<file path="config.mk">
export PLATFORM = sky130hd
export DESIGN_NAME = switch_debounce
export DESIGN_NICKNAME = d
export VERILOG_FILES = /design/src/rtl/switch_debounce.sv
export SDC_FILE = /design/constraint.sdc
export NUM_CORES = 1
export LEC_CHECK = 0
export BUFFER_PORTS_ARGS = -buffer_cell sky130_fd_sc_hd__buf_4
export CAP_MARGIN = 5
export CORE_ASPECT_RATIO = 1.1
export CORE_MARGIN = 4
export CORE_UTILIZATION = 56
export DETAILED_ROUTE_END_ITERATION = 8
export PLACE_DENSITY = 0.86
export SYNTH_ARGS = -nofsm -noshare
export SYNTH_HDL_FRONTEND = slang
export SYNTH_SLANG_ARGS = --single-unit
</file>
<file path="constraint.sdc">
create_clock -name i_Clk -period 2.6 [get_ports i_Clk]
set_clock_uncertainty 0.15 [all_clocks]
set_input_delay 0.52 -clock i_Clk [delete_from_list [all_inputs] [get_ports i_Clk]]
set_output_delay 0.52 -clock i_Clk [all_outputs]
set_load 0.01 [all_outputs]
</file>
<file path="src/rtl/switch_debounce.sv">
// Purpose: synchronise and debounce one raw push-button; emit level, press/release and long-press strobes.
// Latency: level and press/release strobe appear DEBOUNCE_CYCLES+2 edges after the pin settles (2 sync + filter).
// Backpressure: none; strobes are single-cycle and must be consumed when they occur.
module switch_debounce #(
    parameter int DEBOUNCE_CYCLES   = 250000,
    parameter int LONG_PRESS_CYCLES = 25000000
) (
    input  logic i_Clk,
    input  logic i_Rst,
    input  logic i_Switch,
    output logic o_Switch,
    output logic o_Press,
    output logic o_Release,
    output logic o_Long_Press
);

    localparam int CW = $clog2(DEBOUNCE_CYCLES + 1);
    localparam int HW = $clog2(LONG_PRESS_CYCLES + 1);
    localparam logic [CW-1:0] CNT_LAST  = CW'(DEBOUNCE_CYCLES - 1);
    localparam logic [HW-1:0] HOLD_LAST = HW'(LONG_PRESS_CYCLES);

    // Accepted level is implied by the state: anything other than LOW means pressed.
    typedef enum logic [1:0] {
        ST_LOW  = 2'd0,
        ST_HELD = 2'd1,
        ST_LONG = 2'd2
    } state_t;

    state_t        r_state;
    state_t        w_state_nxt;
    logic          r_sync1;
    logic          r_sync2;
    logic [CW-1:0] r_cnt;
    logic [CW-1:0] w_cnt_nxt;
    logic [HW-1:0] r_hold_cnt;
    logic [HW-1:0] w_hold_nxt;
    logic          r_press;
    logic          r_release;
    logic          r_long;
    logic          w_press_nxt;
    logic          w_release_nxt;
    logic          w_long_nxt;
    logic          w_stable;
    logic          w_accept;

    // Two-flop synchroniser for the asynchronous pin.
    always_ff @(posedge i_Clk or posedge i_Rst) begin
        if (i_Rst) begin
            r_sync1 <= 1'b0;
            r_sync2 <= 1'b0;
        end else begin
            r_sync1 <= i_Switch;
            r_sync2 <= r_sync1;
        end
    end

    // State, counters and registered strobes.
    always_ff @(posedge i_Clk or posedge i_Rst) begin
        if (i_Rst) begin
            r_state    <= ST_LOW;
            r_cnt      <= '0;
            r_hold_cnt <= '0;
            r_press    <= 1'b0;
            r_release  <= 1'b0;
            r_long     <= 1'b0;
        end else begin
            r_state    <= w_state_nxt;
            r_cnt      <= w_cnt_nxt;
            r_hold_cnt <= w_hold_nxt;
            r_press    <= w_press_nxt;
            r_release  <= w_release_nxt;
            r_long     <= w_long_nxt;
        end
    end

    // Stability filter, then next-state / hold counter / strobe decode.
    always_comb begin
        w_stable      = (r_state != ST_LOW);
        w_accept      = 1'b0;
        w_cnt_nxt     = '0;
        w_state_nxt   = r_state;
        w_hold_nxt    = r_hold_cnt;
        w_press_nxt   = 1'b0;
        w_release_nxt = 1'b0;
        w_long_nxt    = 1'b0;

        // Any sample matching the accepted level restarts the run from zero.
        if (r_sync2 != w_stable) begin
            if (r_cnt == CNT_LAST) begin
                w_accept = 1'b1;
            end else begin
                w_cnt_nxt = r_cnt + CW'(1);
            end
        end

        case (r_state)
            ST_LOW: begin
                if (w_accept) begin
                    w_state_nxt = ST_HELD;
                    w_hold_nxt  = '0;
                    w_press_nxt = 1'b1;
                end
            end
            ST_HELD: begin
                // A release accepted on the threshold edge wins: no long press.
                if (w_accept) begin
                    w_state_nxt   = ST_LOW;
                    w_hold_nxt    = '0;
                    w_release_nxt = 1'b1;
                end else begin
                    w_hold_nxt = r_hold_cnt + HW'(1);
                    if (w_hold_nxt == HOLD_LAST) begin
                        w_state_nxt = ST_LONG;
                        w_long_nxt  = 1'b1;
                    end
                end
            end
            ST_LONG: begin
                // Hold counter frozen here so the long-press strobe cannot repeat.
                if (w_accept) begin
                    w_state_nxt   = ST_LOW;
                    w_hold_nxt    = '0;
                    w_release_nxt = 1'b1;
                end
            end
            default: begin
                w_state_nxt = ST_LOW;
                w_hold_nxt  = '0;
            end
        endcase
    end

    assign o_Switch     = w_stable;
    assign o_Press      = r_press;
    assign o_Release    = r_release;
    assign o_Long_Press = r_long;

endmodule
</file>
# --- Word-level counts from Yosys, hierarchy flattened ---
# Index checks and enable logic that the tools add are counted.
op_classes:
  addsub: 2
  eq_ne: 9
  n_mux: 18
  reduce_logical: 5
op_table:
  columns: ["operator", "count"]
  rows:
  - ["25-bit two-way mux", 2]
  - ["25-bit one-hot mux with 2 select lines", 1]
  - ["18-bit two-way mux", 2]
  - ["25-bit by 1-bit adder with 25-bit output, second input constant", 1]
  - ["25-bit == test, second input constant", 1]
  - ["18-bit by 1-bit adder with 18-bit output, second input constant", 1]
  - ["18-bit == test, second input constant", 1]
  - ["1-bit two-way mux", 8]
  - ["2-bit two-way mux", 4]
  - ["2-bit one-hot mux with 3 select lines", 1]
  - ["2-bit != test, second input constant", 2]
  - ["2-bit OR reduction", 2]
  - ["3-bit != test, second input constant", 1]
  - ["3-bit AND reduction", 1]
  - ["2-bit by 1-bit == test with 1-bit output, second input constant", 1]
  - ["2-bit == test, second input constant", 1]
  - ["2-bit logical NOT", 1]
  - ["2-bit by 1-bit != test with 1-bit output, second input constant", 1]
  - ["2-bit nonzero test", 1]
  - ["1-bit != test", 1]
word_totals:
  reg_bits: 50
  input_bits: 3
  wordCells: 42

# --- Depth between registers and ports, before layout ---
logic_depth:
  word_depth: 5
  mapped_depth: 9
  ltp_nobuf: 8

# --- Worst setup path before layout ---
# Ideal clock, no wire load.
synth_path:
  kind: "register to register"
  startpoint: "register r_hold_cnt[0]"
  endpoint: "register r_state[1]"
  arrival_ns: 2.363
  t_required_ns: 2.363
  path_slack_ns: 0.001
  path_stages_with_launch: 9
  path_buffers: 0
  synth_period_minus_slack_ns: 2.599
  cell_sequence: "dfrtp_1 > ha_1 > nand3_2 > or3_1 > nor2_4 > xor2_1 > nand4_1 > or4_1 > a211oi_2"
synth_via:
  elab_chain_len: 4
synth_lines:
  columns: ["element", "line_no", "text"]
  rows:
  - ["start: declaration", "35", "logic [HW-1:0] r_hold_cnt;"]
  - ["start signal: assignment", "69", "r_hold_cnt <= w_hold_nxt;"]
  - ["25-bit by 1-bit adder with 25-bit output", "111", "w_hold_nxt = r_hold_cnt + HW'(1);"]
  - ["25-bit == test", "112", "if (w_hold_nxt == HOLD_LAST) begin"]
  - ["3-bit != test (no source line)", null, null]
  - ["3-bit AND reduction (no source line)", null, null]
  - ["end signal: assignment", "67", "r_state <= w_state_nxt;"]
  - ["end: declaration", "29", "state_t r_state;"]
# Every way passes these cells.
# A chain may end at the register's enable or synchronous reset.

# --- Worst setup path in the final report ---
layout_path:
  startpoint: "register r_hold_cnt[1]"
  endpoint: "register r_state[1]"
# The elaborated chain is that of the path after synthesis.

==> Implementation_results.wiki <==
{| class="wikitable"
! Metric !! Value
|-
| Series of cell instances along the critical path || ha_4 > nand3_4 > buf_4 > nor3_4 > xor2_1 > nor4_2 > nand4_1 > or4_4 > a211oi_2
|-
| Effective utilization at floorplan || 58.8%
|-
| Vias in the first global route || 2548
|-
| CP Max Fanout || 5
|-
| Diodes inserted || 0
|-
| Met1 capacity usage during global routing || 29.2%
|-
| Run status || finished with violations
|-
| Hold Path Cell Cnt || 1
|-
| Largest buffer count on any clock path || 2
|-
| Final critical-path required period || 2.63 ns
|-
| Post-synth net total || 342
|-
| Global routing's busiest layer || met2
|-
| Share of flip-flops with an asynchronous set or reset after synthesis || 100%
|-
| Flops & latches, synth || 50
|-
| Synth-to-layout area growth || 23.4%
|-
| Largest stage delay on the critical path || 0.46 ns
|-
| Worst hold path class || input pin to register
|-
| Flip-flop cell with the highest count after synthesis || dfrtp_1
|-
| Netlist area before placement || 2980 sq um
|-
| Critical-path cell with the highest stage delay || dfrtp_1
|-
| Total number of vias || 2851
|-
| Number of unique standard cell types used by synthesis || 47
|-
| Ys Warns || 0
|-
| Net count reported at finish || 393
|-
| Transition at the pin with the smallest max-transition slack || 0.660 ns
|-
| Placed Area || 3270 sq um
|-
| Violated checks || setup timing
|-
| Met2 usage || 39.0%
|-
| HPWL after detailed placement || 4940 um
|-
| CP required || 2.69 ns
|-
| TritonCTS sink count || 50
|-
| Die Area || 6550 sq um
|-
| Number of hold-slack violations in the final timing report || 0
|-
| CTS tree || done
|-
| Routed wirelength normalized by instance count || 18.5 um
|-
| Worst hold path endpoint || r_sync1
|-
| Die X-Extent || 77.6 um
|-
| GR Util met3 || 4.18%
|-
| Areal power density over the cells || 360 nW/um^2
|-
| Worst hold slack across all endpoints || 0.155 ns
|-
| Length of the first detailed-routing pass in iterations || 5
|-
| Global-route wire length before repair || 12100 um
|-
| Final non-filler cell area || 3680 sq um
|-
| Kind of cell adding the most delay to the critical path || simple AND/OR/NAND/NOR gates
|-
| Max capacitance violation total || 0
|-
| Final setup vio count || 1
|-
| Worst R2R Path Depth || 9
|-
| Number of vias per cell || 6.44
|-
| Die outline height || 84.5 um
|-
| Worst reg2reg path startpoint || r_hold_cnt[1]
|-
| Clock insertion delay at the later pin of the skew report || 0.32 ns
|-
| First DRT Iteration DRCs || 248
|-
| Total routed wirelength || 8200 um
|-
| Total number of H-tree levels || 2
|-
| R2R setup slack || -0.03 ns
|-
| Sum of overflow across all layers after global routing || 0
|-
| Crit path capture type || register
|-
| Fill cell total of the finished layout || 308
|-
| Post-Syn Area per Cell || 8.95 sq um
|-
| Slew headroom || 55.9%
|-
| Quantity of I/O buffers inserted on ports || 6
|-
| Final weighted congestion in routability-driven placement || 0.960
|-
| Endpoint of the worst-slack reg-to-reg timing path || r_state[1]
|-
| Number of slew-limit violations in the final report || 0
|-
| Source of the worst hold timing path || i_Switch
|-
| Sequential fraction of the synthesis area || 42.0%
|-
| Total Power || 1.32 mW
|-
| Standard cell core area || 5070 sq um
|-
| Cts bufs inserted || 5
|-
| Startpoint types || register
|-
| Critical Path AT || 2.72 ns
|-
| Number of placement rows || 27
|-
| Clock Root Buffer || clkbuf_8
|-
| Top-Level Pins || 7
|-
| Critical path class || register to register
|-
| Global router's overall resource usage || 22.8%
|-
| Fraction of final layout cells sized beyond drive strength 1 || 27.3%
|-
| Post-Synthesis Cells || 333
|-
| Worst VDD drop || 0.000347 V
|-
| Static Leakage || 1.72 nW
|-
| Number of antenna violations at the first check in global routing || 0
|-
| Number of flops mapped to enable cells by yosys || 0
|-
| Max Clk Rate || 380 MHz
|-
| Clock edge transition at the registers on the reported setup and hold paths || 0.10 ns
|-
| Buffers and inverters on the worst path || 1
|-
| Final worst path period share || 101%
|-
| Slack of the critical path || -0.0328 ns
|-
| Final core utilization || 72.6%
|-
| Residual DRC || 0
|-
| Pin count of the biggest net entering global routing || 29
|-
| Antenna violation net count after detailed routing || 0
|}
## registers in the layout (all words and copies together) (netlist names)
register and count:
o_Release 1, o_Press 1, r_cnt 18, r_sync1 1
r_sync2 1, r_state 2, o_Long_Press 1, r_hold_cnt 25
## repair_timing
item / CTS / global route
endpoints found under the setup margin: 6 / 2
endpoints found under the hold margin: 4 / 0
resized for setup: 13 / 16
hold buffers: 1 / 0
buffers inserted: 0 / 23
pin swaps: 0 / 19
## per-layer routing
layer	part of all wire, %	wire length (um)
met5	0	0
met4	3.1	254
met3	6.8	556
met2	51	4150
met1	39	3240
## cell usage after synthesis (all sizes together) (9+ instances only)
cell type	count	area share, %
xnor2	15	4.4
nand3	21	3.7
o21ai	22	3.7
xor2	11	3.2
o31ai	9	2.3
nand2	20	2.5
nand4	13	3.2
buf	12	2.4
and3	14	2.9
dfrtp	50	42
clkbuf	10	1.3
nor2	51	6.9
## metrics by stage
step | instances | setup slack, ns | TNS (ns)
CTS | 420 | 0.00471 | 0
global route | 443 | -0.101 | -0.273
finish | 443 | -0.0328 | -0.0328
detailed placement | 411 | -0.178 | -0.200
floorplan | 333 | 0.000698 | 0
global placement | 411 | -0.104 | -0.104
## how the worst max path moves through the flow
stage                     slack, ns          start    endpoint  cells past startpoint
after detailed placement      -0.18  r_hold_cnt[1]  r_state[1]                      8
after global routing          -0.10  r_hold_cnt[1]  r_state[1]                      9
final                         -0.03  r_hold_cnt[1]  r_state[1]                      9
after floorplan              0.0007  r_hold_cnt[0]  r_state[1]                      8
after global placement        -0.10  r_hold_cnt[1]  r_state[1]                      8
after CTS                     0.005  r_hold_cnt[1]  r_state[1]                      8
## report_power, final
group | leakage [nW] | total [mW] | switching [mW] | internal (mW)
Clock | 0.0478 | 0.505 | 0.285 | 0.220
Combinational | 0.989 | 0.0337 | 0.0241 | 0.00961
Sequential | 0.682 | 0.785 | 0.00306 | 0.782
## kinds of logic (layout without fill, tap and decap cells)
family,after synthesis,in the layout,share of synthesized area (%)
adder cells (fa/ha/maj),6,6,2.52
flip-flops,50,50,42.0
XOR/XNOR,26,26,7.64
multiplexers,5,5,1.81
AND/OR/NAND/NOR,156,156,27.8
buffers and inverters,28,80,4.45
AO/OA/AOI/OAI,62,62,13.8
## final cells by class
cell class / count / area (sq um) / share of cell area (%)
multi-input cells: 255 / 1700 / 46.3
flip-flops and latches: 50 / 1260 / 34.2
repair buffers: 66 / 522 / 14.2
clock buffers: 6 / 82.6 / 2.25
well taps: 58 / 72.6 / 1.97
inverters: 6 / 22.5 / 0.612
clock inverters: 2 / 16.3 / 0.442
## layout by cell type (no fill, tap or decap), types with 2 or more instances in the layout
| cell | instances |
|---|---|
| a21o_1 | 4 |
| a21oi_1 | 6 |
| a22oi_1 | 7 |
| and2_1 | 2 |
| and3_1 | 14 |
| and4_1 | 4 |
| buf_4 | 61 |
| buf_6 | 3 |
| clkbuf_8 | 6 |
| dfrtp_1 | 44 |
| dfrtp_2 | 6 |
| ha_1 | 5 |
| inv_1 | 5 |
| mux2_2 | 3 |
| nand2_1 | 20 |
| nand2b_1 | 2 |
| nand3_1 | 19 |
| nand4_1 | 12 |
| nor2_1 | 48 |
| nor2_4 | 2 |
| nor2b_1 | 4 |
| nor3_1 | 6 |
| nor3_4 | 2 |
| nor4_1 | 2 |
| nor4_2 | 2 |
| nor4_4 | 2 |
| nor4b_1 | 2 |
| o21ai_0 | 22 |
| o31ai_1 | 9 |
| o41ai_1 | 3 |
| or2_2 | 2 |
| or3_1 | 2 |
| or4_4 | 2 |
| xnor2_1 | 15 |
| xor2_1 | 11 |
Note: power is estimated with default switching activity, not from simulation.
